--- src/rtl/regfile_writeback_pkg.sv ---
`default_nettype none
// +--------------------------------------------------------------------------+
// | regfile_writeback_pkg: shared widths, buffer depth and load encodings.   |
// | Revision: 1.0                                                            |
// +--------------------------------------------------------------------------+
package regfile_writeback_pkg;

    localparam int XLEN               = 64;
    localparam int FIFO_DEPTH_DEFAULT = 4;
    localparam int REG_AW             = 5;

    typedef enum logic [2:0] {
        F3_LB  = 3'b000,
        F3_LH  = 3'b001,
        F3_LW  = 3'b010,
        F3_LD  = 3'b011,
        F3_LBU = 3'b100,
        F3_LHU = 3'b101,
        F3_LWU = 3'b110
    } ld_funct3_e;

endpackage
`default_nettype wire

--- src/rtl/wb_load_fifo.sv ---
`default_nettype none
// +--------------------------------------------------------------------------+
// | wb_load_fifo: circular buffer of {dr, extended data} load results.       |
// | Revision: 1.0                                                            |
// +--------------------------------------------------------------------------+
module wb_load_fifo #(
    parameter  int DEPTH = 4,
    parameter  int DW    = 64,
    localparam int PW    = $clog2(DEPTH),
    localparam int CW    = PW + 1
) (
    input  logic                CLK,
    input  logic                reset,
    input  logic                push,
    input  logic [4:0]          push_dr,
    input  logic [DW-1:0]       push_data,
    input  logic                pop,
    output logic [4:0]          head_dr,
    output logic [DW-1:0]       head_data,
    output logic [CW-1:0]       count,
    output logic [DEPTH-1:0]    occ_valid,
    output logic [DEPTH*5-1:0]  occ_dr
);
    import regfile_writeback_pkg::*;

    logic [PW-1:0] wr_ptr_q, wr_ptr_d;
    logic [PW-1:0] rd_ptr_q, rd_ptr_d;
    logic [CW-1:0] count_q,  count_d;
    logic [REG_AW-1:0] dr_mem_q   [DEPTH];
    logic [REG_AW-1:0] dr_mem_d   [DEPTH];
    logic [DW-1:0]     data_mem_q [DEPTH];
    logic [DW-1:0]     data_mem_d [DEPTH];

    always_comb begin
        wr_ptr_d   = wr_ptr_q;
        rd_ptr_d   = rd_ptr_q;
        count_d    = count_q;
        dr_mem_d   = dr_mem_q;
        data_mem_d = data_mem_q;
        if (push) begin
            dr_mem_d[wr_ptr_q]   = push_dr;
            data_mem_d[wr_ptr_q] = push_data;
            wr_ptr_d             = wr_ptr_q + PW'(1);
        end
        if (pop) begin
            rd_ptr_d = rd_ptr_q + PW'(1);
        end
        if (push && !pop) begin
            count_d = count_q + CW'(1);
        end else if (pop && !push) begin
            count_d = count_q - CW'(1);
        end
    end

    always_ff @(posedge CLK) begin
        if (reset) begin
            wr_ptr_q <= '0;
            rd_ptr_q <= '0;
            count_q  <= '0;
        end else begin
            wr_ptr_q <= wr_ptr_d;
            rd_ptr_q <= rd_ptr_d;
            count_q  <= count_d;
        end
    end

    // Storage is qualified by the pointers, so it needs no reset.
    always_ff @(posedge CLK) begin
        dr_mem_q   <= dr_mem_d;
        data_mem_q <= data_mem_d;
    end

    assign head_dr   = dr_mem_q[rd_ptr_q];
    assign head_data = data_mem_q[rd_ptr_q];
    assign count     = count_q;

    for (genvar i = 0; i < DEPTH; i++) begin : g_occ
        logic [PW-1:0] w_off;
        assign w_off           = PW'(i) - rd_ptr_q;
        assign occ_valid[i]    = ({1'b0, w_off} < count_q);
        assign occ_dr[i*5 +: 5] = dr_mem_q[i];
    end

endmodule
`default_nettype wire

--- src/rtl/regfile_writeback.sv ---
`default_nettype none
// +--------------------------------------------------------------------------+
// | regfile_writeback: arbitrates ALU and load results onto the RF write.    |
// | Revision: 1.0                                                            |
// +--------------------------------------------------------------------------+
module regfile_writeback #(
    parameter  int FIFO_DEPTH = regfile_writeback_pkg::FIFO_DEPTH_DEFAULT,
    parameter  int XLEN       = regfile_writeback_pkg::XLEN,
    localparam int CW         = $clog2(FIFO_DEPTH) + 1
) (
    input  logic            CLK,
    input  logic            reset,
    input  logic            alu_v,
    input  logic [4:0]      alu_dr,
    input  logic [XLEN-1:0] alu_data,
    input  logic            ld_v,
    output logic            ld_rdy,
    input  logic [4:0]      ld_dr,
    input  logic [2:0]      ld_funct3,
    input  logic [XLEN-1:0] ld_data,
    input  logic [4:0]      SR1,
    input  logic [4:0]      SR2,
    output logic            pend_sr1,
    output logic            pend_sr2,
    output logic [4:0]      DR,
    output logic [XLEN-1:0] WB_DATA,
    output logic            ST_REG,
    output logic [CW-1:0]   fifo_count
);
    import regfile_writeback_pkg::*;

    logic [4:0]            dr_q, dr_d;
    logic [XLEN-1:0]       wb_data_q, wb_data_d;
    logic                  st_reg_q, st_reg_d;

    logic                  w_push, w_pop, w_ld_acc, w_empty;
    logic [XLEN-1:0]       w_ld_ext;
    logic [4:0]            w_head_dr;
    logic [XLEN-1:0]       w_head_data;
    logic [CW-1:0]         w_count;
    logic [FIFO_DEPTH-1:0] w_occ_valid;
    logic [FIFO_DEPTH*5-1:0] w_occ_dr;
    logic                  w_hit1, w_hit2;

    wb_load_fifo #(
        .DEPTH (FIFO_DEPTH),
        .DW    (XLEN)
    ) u_fifo (
        .CLK       (CLK),
        .reset     (reset),
        .push      (w_push),
        .push_dr   (ld_dr),
        .push_data (w_ld_ext),
        .pop       (w_pop),
        .head_dr   (w_head_dr),
        .head_data (w_head_data),
        .count     (w_count),
        .occ_valid (w_occ_valid),
        .occ_dr    (w_occ_dr)
    );

    assign ld_rdy   = (w_count < CW'(FIFO_DEPTH));
    assign w_ld_acc = ld_v & ld_rdy;
    assign w_empty  = (w_count == '0);

    always_comb begin
        w_ld_ext = ld_data;
        case (ld_funct3)
            F3_LB:   w_ld_ext = {{(XLEN-8){ld_data[7]}},   ld_data[7:0]};
            F3_LBU:  w_ld_ext = {{(XLEN-8){1'b0}},         ld_data[7:0]};
            F3_LH:   w_ld_ext = {{(XLEN-16){ld_data[15]}}, ld_data[15:0]};
            F3_LHU:  w_ld_ext = {{(XLEN-16){1'b0}},        ld_data[15:0]};
            F3_LW:   w_ld_ext = {{(XLEN-32){ld_data[31]}}, ld_data[31:0]};
            F3_LWU:  w_ld_ext = {{(XLEN-32){1'b0}},        ld_data[31:0]};
            default: w_ld_ext = ld_data;
        endcase
    end

    // ALU wins outright; otherwise drain the buffer, bypassing it only when empty
    // so that loads to one register retire in acceptance order.
    always_comb begin
        w_push    = 1'b0;
        w_pop     = 1'b0;
        dr_d      = dr_q;
        wb_data_d = wb_data_q;
        st_reg_d  = 1'b0;
        if (alu_v) begin
            dr_d      = alu_dr;
            wb_data_d = alu_data;
            st_reg_d  = (alu_dr != 5'd0);
            w_push    = w_ld_acc && (ld_dr != 5'd0);
        end else if (!w_empty) begin
            w_pop     = 1'b1;
            dr_d      = w_head_dr;
            wb_data_d = w_head_data;
            st_reg_d  = 1'b1;
            w_push    = w_ld_acc && (ld_dr != 5'd0);
        end else if (w_ld_acc) begin
            dr_d      = ld_dr;
            wb_data_d = w_ld_ext;
            st_reg_d  = (ld_dr != 5'd0);
        end
    end

    always_ff @(posedge CLK) begin
        if (reset) begin
            dr_q      <= '0;
            wb_data_q <= '0;
            st_reg_q  <= 1'b0;
        end else begin
            dr_q      <= dr_d;
            wb_data_q <= wb_data_d;
            st_reg_q  <= st_reg_d;
        end
    end

    always_comb begin
        w_hit1 = 1'b0;
        w_hit2 = 1'b0;
        for (int i = 0; i < FIFO_DEPTH; i++) begin
            if (w_occ_valid[i] && (w_occ_dr[i*5 +: 5] == SR1)) w_hit1 = 1'b1;
            if (w_occ_valid[i] && (w_occ_dr[i*5 +: 5] == SR2)) w_hit2 = 1'b1;
        end
        if (w_ld_acc && (ld_dr == SR1)) w_hit1 = 1'b1;
        if (w_ld_acc && (ld_dr == SR2)) w_hit2 = 1'b1;
        if (st_reg_q && (dr_q == SR1))  w_hit1 = 1'b1;
        if (st_reg_q && (dr_q == SR2))  w_hit2 = 1'b1;
    end

    assign pend_sr1   = (SR1 != 5'd0) && w_hit1;
    assign pend_sr2   = (SR2 != 5'd0) && w_hit2;
    assign DR         = dr_q;
    assign WB_DATA    = wb_data_q;
    assign ST_REG     = st_reg_q;
    assign fifo_count = w_count;

endmodule
`default_nettype wire

--- config.mk ---
export PLATFORM = sky130hd
export DESIGN_NAME = regfile_writeback
export DESIGN_NICKNAME = d
export VERILOG_FILES = /design/src/rtl/regfile_writeback_pkg.sv /design/src/rtl/wb_load_fifo.sv /design/src/rtl/regfile_writeback.sv
export SDC_FILE = /design/constraint.sdc
export NUM_CORES = 1
export LEC_CHECK = 0
export CELL_PAD_IN_SITES_DETAIL_PLACEMENT = 0
export CELL_PAD_IN_SITES_GLOBAL_PLACEMENT = 1
export CORE_ASPECT_RATIO = 1.75
export CORE_MARGIN = 4
export CORE_UTILIZATION = 45
export DETAILED_ROUTE_END_ITERATION = 12
export GPL_ROUTABILITY_DRIVEN = 1
export GPL_TIMING_DRIVEN = 0
export PLACE_DENSITY = 0.91
export SKIP_CTS_REPAIR_TIMING = 1
export SLEW_MARGIN = 25
export SYNTH_ARGS = -nofsm -noshare
export SYNTH_HDL_FRONTEND = slang
export SYNTH_SLANG_ARGS = --single-unit
--- constraint.sdc ---
create_clock -name CLK -period 3.75 [get_ports CLK]
set_clock_uncertainty 0.1 [all_clocks]
set_input_delay 0.5625 -clock CLK [delete_from_list [all_inputs] [get_ports CLK]]
set_output_delay 0.5625 -clock CLK [all_outputs]
set_load 0.02 [all_outputs]
**Word level (Yosys, flattened, before mapping)**

Cells that the tools add are included.

- Bits in registers: 353
- Bits of input ports: 155
- Logic and storage cells: 118

- $add $sub $neg: 8
- Magnitude comparators: 8
- Eq/ne operators: 18
- Mux-type cells: 40
- Bitwise gates (word level): 3
- Reduce and logical (&&, ||, !) cells: 27

Operators by type and width:

| kind | count |
|---|---|
| $mux 64 | 6 |
| $pmux 64 s6 | 1 |
| $bwmux 256 | 1 |
| $bmux 64 s2 | 1 |
| $demux 64 s2 | 1 |
| $eq 5x5->1 | 12 |
| $mux 5 | 6 |
| $bwmux 20 | 1 |
| $reduce_bool 5->1 | 4 |
| $mux 1 | 19 |
| $logic_and 1x1->1 | 18 |
| $lt 2x3->1 | 4 |
| $bmux 5 s2 | 1 |
| $demux 5 s2 | 1 |
| $eq 3x3->1 const B | 3 |
| $ge 3x3->1 const B | 2 |
| $logic_not 3->1 | 2 |
| $mux 3 | 2 |
| $not 2->3 | 2 |
| $add 2x1->2 const B | 2 |
| $sub 1x2->2 const A | 2 |
| $sub 2x2->2 const A | 2 |
| $add 3x1->3 const B | 1 |
| $eq 3x1->1 const B | 1 |
| other kinds (8) | 9 |

**Longest topological paths before layout**

- Depth after elaboration: 10
- Mapped depth: 9
- Depth with buffers taken out: 7

**Hierarchy**

Synthesis repeated with hierarchy kept, for this count alone.

- Cell total of the unflattened synthesis: 1192
- Area, all modules: 16037.9 um2

Modules (own cells, without submodules):

| module | times used | cells each | area each (um2) | sequential area each (um2) |
|---|---|---|---|---|
| wb_load_fifo | 1 | 417 | 10456.3 | 8428.1 |
| regfile_writeback | 1 | 775 | 5581.6 | 1401.3 |

**Least setup slack after synthesis**

No wires, ideal clock.

- Kind: flip-flop to flip-flop
- Start: register u_fifo.count_q[2], in the netlist u_fifo.count[2]
- End: register u_fifo.data_mem_q[0] in the netlist's numbering, enable pin
- Arrival: 2.863 ns
- Slack: 0.353 ns
- Cell stages (with the launch flop): 7
- Cell sequence: dfxtp_1 -> buf_6 -> nor2b_1 -> buf_4 -> o21ai_4 -> nor2_1 -> and2_1

- Word-level cells in the longest chain between the ends: 5
- Elaborated cells on any way between the ends: 6
- Those cells by class: order compare: 1; mux: 2; bitwise: 1; reduce/logical: 2

Ends and longest elaborated chain:

| element | RTL line | text |
|---|---|---|
| from (decl) | wb_load_fifo.sv:28 | `logic [CW-1:0] count_q, count_d;` |
| from (signal assigned) | wb_load_fifo.sv:63 | `count_q <= count_d;` |
| $lt 3x3->1 | regfile_writeback.sv:62 | `assign ld_rdy = (w_count < CW'(FIFO_DEPTH));` |
| $and 1x1->1 | regfile_writeback.sv:63 | `assign w_ld_acc = ld_v & ld_rdy;` |
| $logic_and 1x1->1 | regfile_writeback.sv:91, regfile_writeback.sv:97 |  |
| $mux 1 | regfile_writeback.sv:92 | `end else if (!w_empty) begin` |
| $mux 1 * | regfile_writeback.sv:87 | `if (alu_v) begin` |
| to (signal assigned) | wb_load_fifo.sv:70 | `data_mem_q <= data_mem_d;` |
| to (decl) | wb_load_fifo.sv:31 | `logic [DW-1:0] data_mem_q [DEPTH];` |

Mark *: on every way between the ends. The rest lies on a longest branch, timed or not.
A chain may end at the register's enable or synchronous reset.

**Worst setup path after layout**

- Start: register u_fifo.rd_ptr_q[1]
- End: output pend_sr1

- Word-level cells in the longest chain between the ends: 10
- Elaborated cells on any way between the ends: 19
- Those cells by class: add/sub: 4; order compare: 4; mux: 6; reduce/logical: 5

Ends and longest elaborated chain:

| element | RTL line | text |
|---|---|---|
| from (decl) | wb_load_fifo.sv:27 | `logic [PW-1:0] rd_ptr_q, rd_ptr_d;` |
| from (signal assigned) | wb_load_fifo.sv:62 | `rd_ptr_q <= rd_ptr_d;` |
| $sub 1x2->2 | wb_load_fifo.sv:79 | `assign w_off = PW'(i) - rd_ptr_q;` |
| $lt 2x3->1 | wb_load_fifo.sv:80 | `assign occ_valid[i] = ({1'b0, w_off} < count_q);` |
| $logic_and 1x1->1 | regfile_writeback.sv:121 | `if (w_occ_valid[i] && (w_occ_dr[i*5 +: 5] == SR1)) w_hit1 = 1'b1;` |
| $mux 1 (3 in a row) | regfile_writeback.sv:121 |  |
| $mux 1 * | regfile_writeback.sv:121 |  |
| $mux 1 * | regfile_writeback.sv:124 | `if (w_ld_acc && (ld_dr == SR1)) w_hit1 = 1'b1;` |
| $mux 1 * | regfile_writeback.sv:126 | `if (st_reg_q && (dr_q == SR1)) w_hit1 = 1'b1;` |
| $logic_and 1x1->1 * | regfile_writeback.sv:130 | `assign pend_sr1 = (SR1 != 5'd0) && w_hit1;` |
| to (decl) | regfile_writeback.sv:23 | `output logic pend_sr1,` |

Marked as above.

==> flow_summary.yaml <==
pwr:
  p_leak_uw: 0.006838
  finalPower_uw: 11480
  vdd_drop_max_mv: 0.3805
  p_per_area_mw_per_mm2: 589.1
placed_design:
  routabilityCongestion: 0.9383
  io_buffers: 219
  post_dp_cell_area_mm2: 0.01838
  hpwl_um: 32460
worst_setup_path:
  critPathLaunch: "u_fifo.rd_ptr_q[1]"
  cp_slowest_cell: "dfxtp_1"
  cp_slowest_stage_delay_ns: 0.34
  r2r_cells: 8
  path_delay_family: "compound AO/OA/AOI/OAI gates"
  arrival_ns: 2.74
  cp.depth: 9
  crit_fanout: 10
  crit_required_ns: 3.09
  startpoint_type: "register"
  reg2reg_from: "u_fifo.count[2]"
  cp-end-kind: "output pin"
  crit_chain: "clkbuf_4 > buf_6 > xnor2_1 > ha_1 > a21oi_1 > o2111ai_1 > o31ai_1 > o22a_1 > dlymetal6s2s_1"
  critPathCapture: "pend_sr1"
  path_buf_inv: 3
  rr_endpoint: "u_fifo.data_mem_q[198]"
  rrSetupSlack_ns: 0.89
  crit_type: "register to output pin"
cells_and_area:
  fillers: 2787
  fin_area_mm2: 0.01949
  syn2layout_area_growth_pct: 26.07
  layout_common_cells: "edfxtp_1 (276), clkdlybuf4s50_1 (217), nand2_1 (174)"
  drive_above_1_share_pct: 13.94
  fin_nets: 1539
  mostFrequentLayoutCell: "edfxtp_1"
detailed_routing:
  drt_wl_total_um: 44970
  drt_iter0_drc: 773
  vias: 10620
  routedWlPerCell_um: 24.24
  firstDrtPassIters: 5
  ant_nets: 0
  vias_per_cell: 5.723
  drcViolationCount: 0
synthesis:
  syn_area_mm2: 0.01546
  synthArstFlopShare_pct: 0
  syn_nets: 1283
  ys_ff_latch: 353
  yosys_warnings: 0
  netlist_instances: 1119
  ys.flop_type: "edfxtp_1"
  netlist-cell-type-count: 52
  seq_area_frac_synth_pct: 63.57
  synth.avg_cell_area_um2: 13.82
  synth_edf_count: 276
status:
  status: "finished clean"
flow_run:
  cap_viol_max_count: 0
sta:
  max_freq_mhz: 294.1
  setup_viol: 0
  period_minus_slack_ns: 3.400
  drv_slew: 0
  maxSlewHeadroom_pct: 42.76
  hold_viol: 0
  rsz0062_at_grt: "false"
  fin_crit_sh_pct: 90.68
  tightestPinTransition_ns: 0.8586
cts:
  clkLatencyLatePin_ns: 0.56
  cts_tree: "yes"
  cts_buffer_depth: 3
  cts_buffers: 30
  clockRootBuffer: "clkbuf_16"
  clk_pin_slew_worst_paths_ns: 0.07
  cts.htree.levels: 1
  clkSinkCount: 353
floorplan:
  ioPinCount: 231
  die_h_um: 253.2
  rows: 89
  die_w_um: 148.1
  start_util_pct: 45.68
  design.die.area_mm2: 0.03751
  core_mm2: 0.03385
min_path:
  min_path_type: "register to register"
global_routing:
  antenna_found_initial: 2
  overflow: 0
  grt_pass1_vias: 11160
  grt_usage_pct: 23.46
  grt_max_degree: 42
  grt_pass1_wl_um: 66280
-- logic make-up (layout without fill, tap and decap cells) --
kind of cell	after synthesis	after routing	synth area share, %
compound gates	213	213	9.872
xor+xnor	65	65	3.682
mux	71	71	10.21
flops	353	353	63.57
other cells	0	1	0
simple gates	310	310	8.707
buf+inv	98	378	3.180
fa+ha+maj	9	9	0.7769
-- how the worst min path moves through the flow --
stage | to | depth (start not counted) | slack, ns | from
after floorplan | u_fifo.wr_ptr_q[1] | 2 | 0.39 | u_fifo.wr_ptr_q[1]
after global placement | WB_DATA[43] | 1 | 0.36 | WB_DATA[43]
after detailed placement | WB_DATA[46] | 1 | 0.36 | WB_DATA[46]
after CTS | WB_DATA[53] | 1 | 0.39 | WB_DATA[53]
after global routing | WB_DATA[54] | 1 | 0.41 | WB_DATA[54]
final | WB_DATA[53] | 1 | 0.38 | WB_DATA[53]
-- report_power, final --
part / switching [uW] / internal [uW] / leakage, uW
Combinational: 1740 / 1400 / 0.00314
Clock: 1420 / 2010 / 0.000518
Sequential: 209 / 4710 / 0.00318
Total: 3370 / 8120 / 0.00684
-- final cells by class --
class,instances,area [um2],area share [%]
tap,455,569.3,2.920
clock buffer,36,794.5,4.076
buffer,89,471.7,2.420
antenna,1,2.502,0.01284
sequential,353,9829,50.42
timing repair buffer,225,2340,12.00
multi-input combinational,668,5155,26.44
clock inverter,20,301.5,1.547
inverter,8,30.03,0.1540
-- metal layers --
metal	vias to the layer above	wire length, um	global-route usage, %
met5	-	11	0
met4	2	2369	12.13
met1	5283	15350	25.62
met3	99	2594	2.560
li1	4764	-	-
met2	469	24650	44.33
-- Yosys cell counts (all sizes together) (9+ instances only) --
master / count / area (um2)
xor2: 41 / 359.1
a21oi: 55 / 275.3
a211oi: 16 / 200.2
dfxtp: 77 / 1541
a22oi: 17 / 127.6
a311o: 16 / 160.2
xnor2: 24 / 210.2
o22ai: 9 / 56.30
nor2: 58 / 217.7
clkbuf: 50 / 187.7
buf: 40 / 274.0
mux4: 69 / 1554
nor3: 44 / 231.5
a22o: 32 / 280.3
edfxtp: 276 / 8288
o21ai: 45 / 236.5
nand2: 174 / 653.1
-- metrics by stage --
step	TNS, ns	setup WS, ns	hold slack, ns	cells	utilization (%)
2_1_floorplan	0	0.3530	0.3867	1119	-
3_3_place_gp	-486.44	-1.779	0.3624	1793	53.83
3_5_place_dp	-0.6551	-0.3399	0.3642	1799	54.28
4_1_cts	-1.874	-0.9489	0.3860	1855	57.52
5_1_grt	0	0.1631	0.4064	1855	57.58
6_report	0	0.3495	0.3832	1855	57.58
-- state kept, by name, indices dropped and copies added, names as in the netlist --
signal / count
ST_REG: 1
u_fifo.wr_ptr_q: 2
WB_DATA: 64
u_fifo.count: 3
u_fifo.data_mem_q: 256
u_fifo.rd_ptr_q: 2
DR: 5
u_fifo.occ_dr: 20
(Power assumes the default switching activity.)
